**config.mk**
```make
export PLATFORM = sky130hd
export DESIGN_NAME = piradip_cdc_update_capture
export DESIGN_NICKNAME = d
export VERILOG_FILES = /design/src/rtl/piradip_cdc_pkg.sv /design/src/rtl/piradip_cdc_capture_fifo.sv /design/src/rtl/piradip_cdc_update_capture.sv
export SDC_FILE = /design/constraint.sdc
export NUM_CORES = 1
export LEC_CHECK = 0
export CAP_MARGIN = 20
export CORE_MARGIN = 3
export CORE_UTILIZATION = 35
export DETAILED_ROUTE_END_ITERATION = 10
export SKIP_CTS_REPAIR_TIMING = 1
export SLEW_MARGIN = 20
export SYNTH_ARGS = -nofsm -noshare
export SYNTH_HDL_FRONTEND = slang
export SYNTH_HIERARCHICAL = 1
export SYNTH_SLANG_ARGS = --single-unit
```
**constraint.sdc**
```tcl
create_clock -name dst_clk -period 7.41 [get_ports dst_clk]
set_input_delay 1.1115 -clock dst_clk [delete_from_list [all_inputs] [get_ports dst_clk]]
set_output_delay 1.1115 -clock dst_clk [all_outputs]
set_load 0.1 [all_outputs]
```
**src/rtl/piradip_cdc_pkg.sv**
```systemverilog
// rtl/piradip_cdc_pkg.sv - shared types and helpers for the CDC update-capture stage
package piradip_cdc_pkg;

  // Default geometry of the capture FIFO
  localparam int CDC_DEPTH = 4;
  localparam int ADDR_W    = $clog2(CDC_DEPTH);
  // Widest counter the saturating helper supports
  localparam int CNT_MAX_W = 64;

  // Pointers carry one extra wrap bit to tell full from empty
  typedef logic [ADDR_W:0] ptr_t;
  typedef logic [ADDR_W:0] level_t;

  // Increment cnt, holding at the all-ones value of a cnt_w-bit counter
  function automatic logic [CNT_MAX_W-1:0] cdc_cnt_sat_inc(
    input logic [CNT_MAX_W-1:0] cnt,
    input int unsigned          cnt_w
  );
    logic [CNT_MAX_W-1:0] max_v;
    if (cnt_w >= CNT_MAX_W) max_v = '1;
    else                    max_v = (CNT_MAX_W'(1) << cnt_w) - CNT_MAX_W'(1);
    return (cnt >= max_v) ? max_v : cnt + CNT_MAX_W'(1);
  endfunction

endpackage

```
**src/rtl/piradip_cdc_capture_fifo.sv**
```systemverilog
// rtl/piradip_cdc_capture_fifo.sv - first-word fall-through FIFO with registered head and overwrite port
module piradip_cdc_capture_fifo
  import piradip_cdc_pkg::*;
#(
  parameter int               WIDTH     = 32,
  parameter int               DEPTH     = CDC_DEPTH,
  parameter logic [WIDTH-1:0] RESET_VAL = '0
) (
  input  logic                     dst_clk,
  input  logic                     dst_rstn,
  input  logic [WIDTH-1:0]         in_data,
  input  logic                     in_update,
  input  logic                     ovr_en,
  input  logic                     out_ready,
  output logic [WIDTH-1:0]         out_data,
  output logic                     out_valid,
  output logic [$clog2(DEPTH):0]   level,
  output logic                     full,
  output logic                     pop
);

  localparam int AW = $clog2(DEPTH);

  logic [WIDTH-1:0] mem [DEPTH];
  logic [AW:0]      wr_ptr, rd_ptr, wr_ptr_nx, rd_ptr_nx;
  logic [AW-1:0]    newest_addr;
  logic             push, valid_nx;
  logic [WIDTH-1:0] head_nx;

  assign full        = (wr_ptr[AW-1:0] == rd_ptr[AW-1:0]) && (wr_ptr[AW] != rd_ptr[AW]);
  assign pop         = out_valid & out_ready;
  assign push        = in_update & (~full | pop);
  assign wr_ptr_nx   = wr_ptr + {{AW{1'b0}}, push};
  assign rd_ptr_nx   = rd_ptr + {{AW{1'b0}}, pop};
  assign valid_nx    = (wr_ptr_nx != rd_ptr_nx);
  assign newest_addr = wr_ptr[AW-1:0] - AW'(1);
  assign level       = wr_ptr - rd_ptr;

  // Next head word: storage at the next read address, bypassing any same-cycle write to it
  always_comb begin
    head_nx = mem[rd_ptr_nx[AW-1:0]];
    if (push && (wr_ptr[AW-1:0] == rd_ptr_nx[AW-1:0])) head_nx = in_data;
    if (ovr_en && (newest_addr == rd_ptr_nx[AW-1:0]))  head_nx = in_data;
  end

  // Storage writes: normal push at wr_ptr, or coalescing overwrite of the newest entry
  always_ff @(posedge dst_clk) begin
    if (push)        mem[wr_ptr[AW-1:0]] <= in_data;
    else if (ovr_en) mem[newest_addr]    <= in_data;
  end

  // Pointers and the registered head presented to the consumer
  always_ff @(posedge dst_clk or negedge dst_rstn) begin
    if (!dst_rstn) begin
      wr_ptr    <= '0;
      rd_ptr    <= '0;
      out_valid <= 1'b0;
      out_data  <= RESET_VAL;
    end else begin
      wr_ptr    <= wr_ptr_nx;
      rd_ptr    <= rd_ptr_nx;
      out_valid <= valid_nx;
      out_data  <= valid_nx ? head_nx : RESET_VAL;
    end
  end

endmodule

```
**src/rtl/piradip_cdc_update_capture.sv**
```systemverilog
// rtl/piradip_cdc_update_capture.sv - captures CDC update pulses into a stream; option PIRADIP_CDC_CAPTURE_COALESCE_EN
module piradip_cdc_update_capture
  import piradip_cdc_pkg::*;
#(
  parameter int               WIDTH     = 32,
  parameter int               DEPTH     = 4,
  parameter int               CNT_W     = 16,
  parameter logic [WIDTH-1:0] RESET_VAL = '0
) (
  input  logic                   dst_clk,
  input  logic                   dst_rstn,
  input  logic [WIDTH-1:0]       in_data,
  input  logic                   in_update,
  output logic [WIDTH-1:0]       out_data,
  output logic                   out_valid,
  input  logic                   out_ready,
  output logic [WIDTH-1:0]       last_data,
  output logic [$clog2(DEPTH):0] level,
  output logic                   overflow,
  output logic [CNT_W-1:0]       drop_count,
  input  logic                   clear_overflow
);

  logic full, pop, drop, ovr_en;

  // A word is lost (or coalesced) when the FIFO is full and nothing leaves this cycle
  assign drop = in_update & full & ~pop;

`ifdef PIRADIP_CDC_CAPTURE_COALESCE_EN
  assign ovr_en = drop;
`else
  assign ovr_en = 1'b0;
`endif

  piradip_cdc_capture_fifo #(
    .WIDTH     (WIDTH),
    .DEPTH     (DEPTH),
    .RESET_VAL (RESET_VAL)
  ) u_fifo (
    .dst_clk   (dst_clk),
    .dst_rstn  (dst_rstn),
    .in_data   (in_data),
    .in_update (in_update),
    .ovr_en    (ovr_en),
    .out_ready (out_ready),
    .out_data  (out_data),
    .out_valid (out_valid),
    .level     (level),
    .full      (full),
    .pop       (pop)
  );

  // Latest delivered word, independent of consumer backpressure
  always_ff @(posedge dst_clk or negedge dst_rstn) begin
    if (!dst_rstn)      last_data <= RESET_VAL;
    else if (in_update) last_data <= in_data;
  end

  // Sticky overflow flag and saturating drop counter; a clear beats a same-cycle drop
  always_ff @(posedge dst_clk or negedge dst_rstn) begin
    if (!dst_rstn) begin
      overflow   <= 1'b0;
      drop_count <= '0;
    end else if (clear_overflow) begin
      overflow   <= 1'b0;
      drop_count <= '0;
    end else if (drop) begin
      overflow   <= 1'b1;
      drop_count <= CNT_W'(cdc_cnt_sat_inc(CNT_MAX_W'(drop_count), CNT_W));
    end
  end

endmodule

```
* Word-level counts from Yosys, hierarchy flattened
Memory sizes are Yosys's and may differ from the RTL's.
Cells that the tools add are included.
** Word-level totals
- Memory bits (writable) :: 128
- Input port bits :: 37
- Memories :: 1
- Register bits after elaboration :: 88
** Operators by class
- Bitwise logic cells :: 7
- Eq/ne operators :: 4
- Multiplexer cells :: 11
- Order comparisons :: 1
- Add/subtract/negate cells :: 4
- Reductions and logical operators :: 3
** Memories
- u_fifo.mem :: words 4, bits a word 32, rd ports 1, clocked after memory_dff 0, wr ports 1, line piradip_cdc_capture_fifo.sv:24 : logic [WIDTH-1:0] mem [DEPTH];
** Operators with widths (count)
- $mux W64 :: 2
- $ge A16 B64 Y1 :: 1
- $mux W32 :: 2
- $mux W16 :: 3
- $add A16 B1 Y16 const B :: 1
- $add A3 B1 Y3 :: 2
- $and A1 B1 Y1 :: 4
- $eq A2 B2 Y1 :: 2
- $mux W1 :: 4
- $ne A3 B3 Y1 :: 1
- $sub A3 B3 Y3 :: 1
- $logic_and A1 B1 Y1 :: 2
- $not A1 Y1 :: 2
- $reduce_bool A2 Y1 :: 1
- $ne A1 B1 Y1 :: 1
- $or A1 B1 Y1 :: 1

* Depth between registers and ports, before layout
- Depth in word-level cells :: 10
- Gate-level depth with buffers :: 14

* Modules after synthesis
Netlist, hierarchy kept.
** Modules (own cells, without submodules)
- piradip_cdc_capture_fifo :: times used 1, area each 6628.9 µm², seq. area each 4819.6 µm², cells an instance 360
- piradip_cdc_update_capture :: times used 1, area each 2095.8 µm², seq. area each 1226.2 µm², cells an instance 171

* Least setup slack after synthesis
OpenSTA, ideal clock, no wires.
- Path kind :: register -> output
- From :: register u_fifo.wr_ptr[0]
- To :: output level[2]
- Path slack :: 3.649 ns
- Buffers on the path :: 0
- Cell stages (with the launch flop) :: 5
- Arrival :: 2.650 ns
- Required time :: 6.298 ns
- Path through :: dfrtp_1 > inv_1 > ha_1 > fa_1 > xnor2_1
** On the way
- Longest elaborated chain between the ends :: 1
** RTL lines
- start, declared :: line piradip_cdc_capture_fifo.sv:25 : logic [AW:0] wr_ptr, rd_ptr, wr_ptr_nx, rd_ptr_nx;
- start signal, assigned :: line piradip_cdc_capture_fifo.sv:60 : wr_ptr <= wr_ptr_nx;
- $sub A3 B3 Y3 :: line piradip_cdc_capture_fifo.sv:37 : assign level = wr_ptr - rd_ptr;
- end, declared :: line piradip_cdc_update_capture.sv:18 : output logic [$clog2(DEPTH):0] level,
No other way between the ends.

* Worst setup path after layout
- From :: input out_ready
- To :: register u_fifo.out_data[31]
** On the way
- Longest elaborated chain between the ends :: 6
- Elaborated cells on any way between the ends :: 11
- Classes of those cells :: add/sub: 2; eq/ne: 2; mux: 2; bitwise: 3; reduce/logical: 1; memory: 1
** RTL lines
- start, declared :: line piradip_cdc_update_capture.sv:16 : input logic out_ready,
- $and A1 B1 Y1 (*) :: line piradip_cdc_capture_fifo.sv:31 : assign pop = out_valid & out_ready;
- named net pop :: line piradip_cdc_update_capture.sv:24 : logic full, pop, drop, ovr_en;
- $add A3 B1 Y3 (*) :: line piradip_cdc_capture_fifo.sv:34 : assign rd_ptr_nx = rd_ptr + {{AW{1'b0}}, pop};
- named net u_fifo.rd_ptr_nx[1] :: line piradip_cdc_capture_fifo.sv:25
- parallel branches: the longest is 3 deep, another holds $mem_v2 Z4 W32
- $mux W32 (*) :: line piradip_cdc_capture_fifo.sv:63 : out_data <= valid_nx ? head_nx : RESET_VAL;
- end signal, assigned :: line piradip_cdc_capture_fifo.sv:63
- end, declared :: line piradip_cdc_capture_fifo.sv:15 : output logic [WIDTH-1:0] out_data,
Mark *: on every way through the listed nets, which the timed path passes.
A chain may end at the register's enable or synchronous reset.

==> metrics.yaml <==
outcome:
  status: "finished, final reports clean"
route:
  drt-total-wl_um: 19000
  drt_first_pass_iters: 4
  routed_via_density: 5.028
  drt_iter0_drc: 287
  vias: 4988
  wl_per_cell_um: 19.15
  drc: 0
  postRouteAntennaNets: 0
logic_synthesis:
  synthArstFlopShare: 0.4074
  yosysWarnings: 6
  synth_top_area_frac: 0.4406
  synthCells: 531
  synth.most_common_cell: "edfxtp_1"
  ys_types: 48
  synth_area_mm2: 0.008725
  synthTopCellsByArea: "edfxtp_1, dfrtp_1, mux4_2, mux2_2, o21ai_2"
  synth_seq_cells: 216
  syn_avg_cell_area_um2: 16.43
  ys_seq_area_frac: 0.6930
  yosysTopAreaCell: "edfxtp_1"
  ys.flop_type: "edfxtp_1"
  synth_edf_count: 128
  synthTopCellsByCount: "edfxtp_1, dfrtp_1, nand2_1, nand4_1"
placed_design:
  gp_congestion: 0.7281
  hpwl_um: 11190
  io_buffers: 121
timing:
  tightest_slew_ns: 0.9972
  rsz0062_at_grt: "no"
  final-hold-violation-count: 0
  fmax_ghz: 0.2277
  finalCritPeriodShare: 0.5928
  setup_tns_ns: 0
  period_needed_ns: 4.393
  setup-violations-final: 0
  final_max_slew_viol_count: 0
  slew_headroom: 0.3332
  finClkSkew_ns: 0.007348
worst_setup_path:
  arrival_ns: 4.75
  cp.required_ns: 7.77
  critical_path_class: "in -> reg"
  cp_max_fo: 35
  critical_path.startpoint_type: "input pin"
  end_kind: "flop"
cells_and_area:
  drive_gt1_frac: 0.2216
  nets: 696
  antennaDiodeCount: 0
  area_delta_synth_final_pct: 24.84
cts:
  cts_buffers: 23
  clock_latency_ns: 0.50
  htree_levels: 1
  cts_tree: "done"
  cts_buffer_depth: 3
  clk_pin_slew_ns: 0.06
  clockRootBuffer: "clkbuf_16"
  clock-sinks: 216
floorplanning:
  die_h_um: 163.9
  die_area_mm2: 0.02686
  initial_utilization: 0.3577
  io_pins: 122
  core_mm2: 0.02439
  fp.dieW_um: 163.9
  rows: 57
grt:
  antenna_found_initial: 0
  grt_pass1_wl_um: 29860
  grt_max_degree: 51
  grtUsageTotal: 0.1424
  grt_pass1_vias: 5239
  overflow: 0
flow_run:
  maxCapViolCount: 0
hold_path:
  hp-class: "reg -> reg"
-- critical path, stage by stage --
cell             delay [ns]
clkdlybuf4s50_1        0.40
and2_1                 0.23
ha_4                   0.19
ha_2                   0.96
xor2_1                 0.32
a211o_2                0.66
and2_4                 0.71
o21ai_1                0.14
-- flip-flops by register name (all words and copies together) (netlist names) --
register / cells
drop_count: 16
last_data: 32
overflow: 1
u_fifo/mem: 128
u_fifo/out_data: 32
u_fifo/out_valid: 1
u_fifo/rd_ptr: 3
u_fifo/wr_ptr: 3
-- cells in the final DEF (no fill, tap or decap), types with 8 or more instances in the layout --
| master | count |
|---|---|
| edfxtp_1 | 128 |
| clkdlybuf4s50_1 | 119 |
| dfrtp_1 | 88 |
| nand2_1 | 41 |
| nand4_1 | 35 |
| mux2_2 | 32 |
| mux4_2 | 32 |
| o21ai_2 | 30 |
| clkbuf_16 | 23 |
| nor2_1 | 14 |
| inv_1 | 11 |
| nor3_1 | 11 |
| a31oi_1 | 8 |
-- per-layer routing --
layer	wire length [µm]	global-route usage
met1	8375	0.1912
met5	0	0
met4	321	0.03191
met3	969	0.02699
met2	9333	0.2417
-- through the flow --
stage	utilization	hold slack, ns	instance area (µm²)	setup WS [ns]	cells
final	0.4465	0.5020	10890	3.017	992
after global routing	0.4465	0.5177	10890	2.834	992
after global placement	0.4187	0.4882	10210	2.536	950
after CTS	0.4465	0.5090	10890	2.997	992
after detailed placement	0.4187	0.4942	10210	2.479	950
after floorplan	-	0.4859	8732	3.649	533
-- path summary, 6_finish.rpt --
check / start / end / slack [ns] / depth (start not counted)
setup / recovery: out_ready / u_fifo/out_data[31] / 3.02 / 8
hold / removal: last_data[25] / last_data[25] / 0.50 / 1
max in group asynchronous: dst_rstn / u_fifo/out_data[23] / 5.70 / 2
setup reg to reg: u_fifo/wr_ptr[0] / u_fifo/out_data[19] / 3.66 / 13
min in group asynchronous: dst_rstn / last_data[28] / 0.61 / 1
hold reg to reg: last_data[25] / last_data[25] / 0.50 / 1
-- cells by family after synthesis --
kind of cell,Yosys count,synth area share
flip-flops,216,0.6930
AND/OR/NAND/NOR,129,0.07601
multiplexers,66,0.1262
AO/OA/AOI/OAI,60,0.05564
buffers and inverters,43,0.02753
adder cells (fa/ha/maj),8,0.01233
XOR/XNOR,8,0.008892
other,1,0.0004298
-- cell type report --
class / count / area (µm²)
Clock buffer: 28 / 604.3
Clock inverter: 14 / 73.82
Fill cell: 2204 / 13500
Inverter: 11 / 41.29
Multi-Input combinational cell: 274 / 2487
Sequential cell: 216 / 6046
Tap cell: 324 / 405.4
Timing Repair Buffer: 125 / 1234
Power is not shown: default switching activity piles up to over one toggle a cycle in this logic, so the estimate is an artifact.
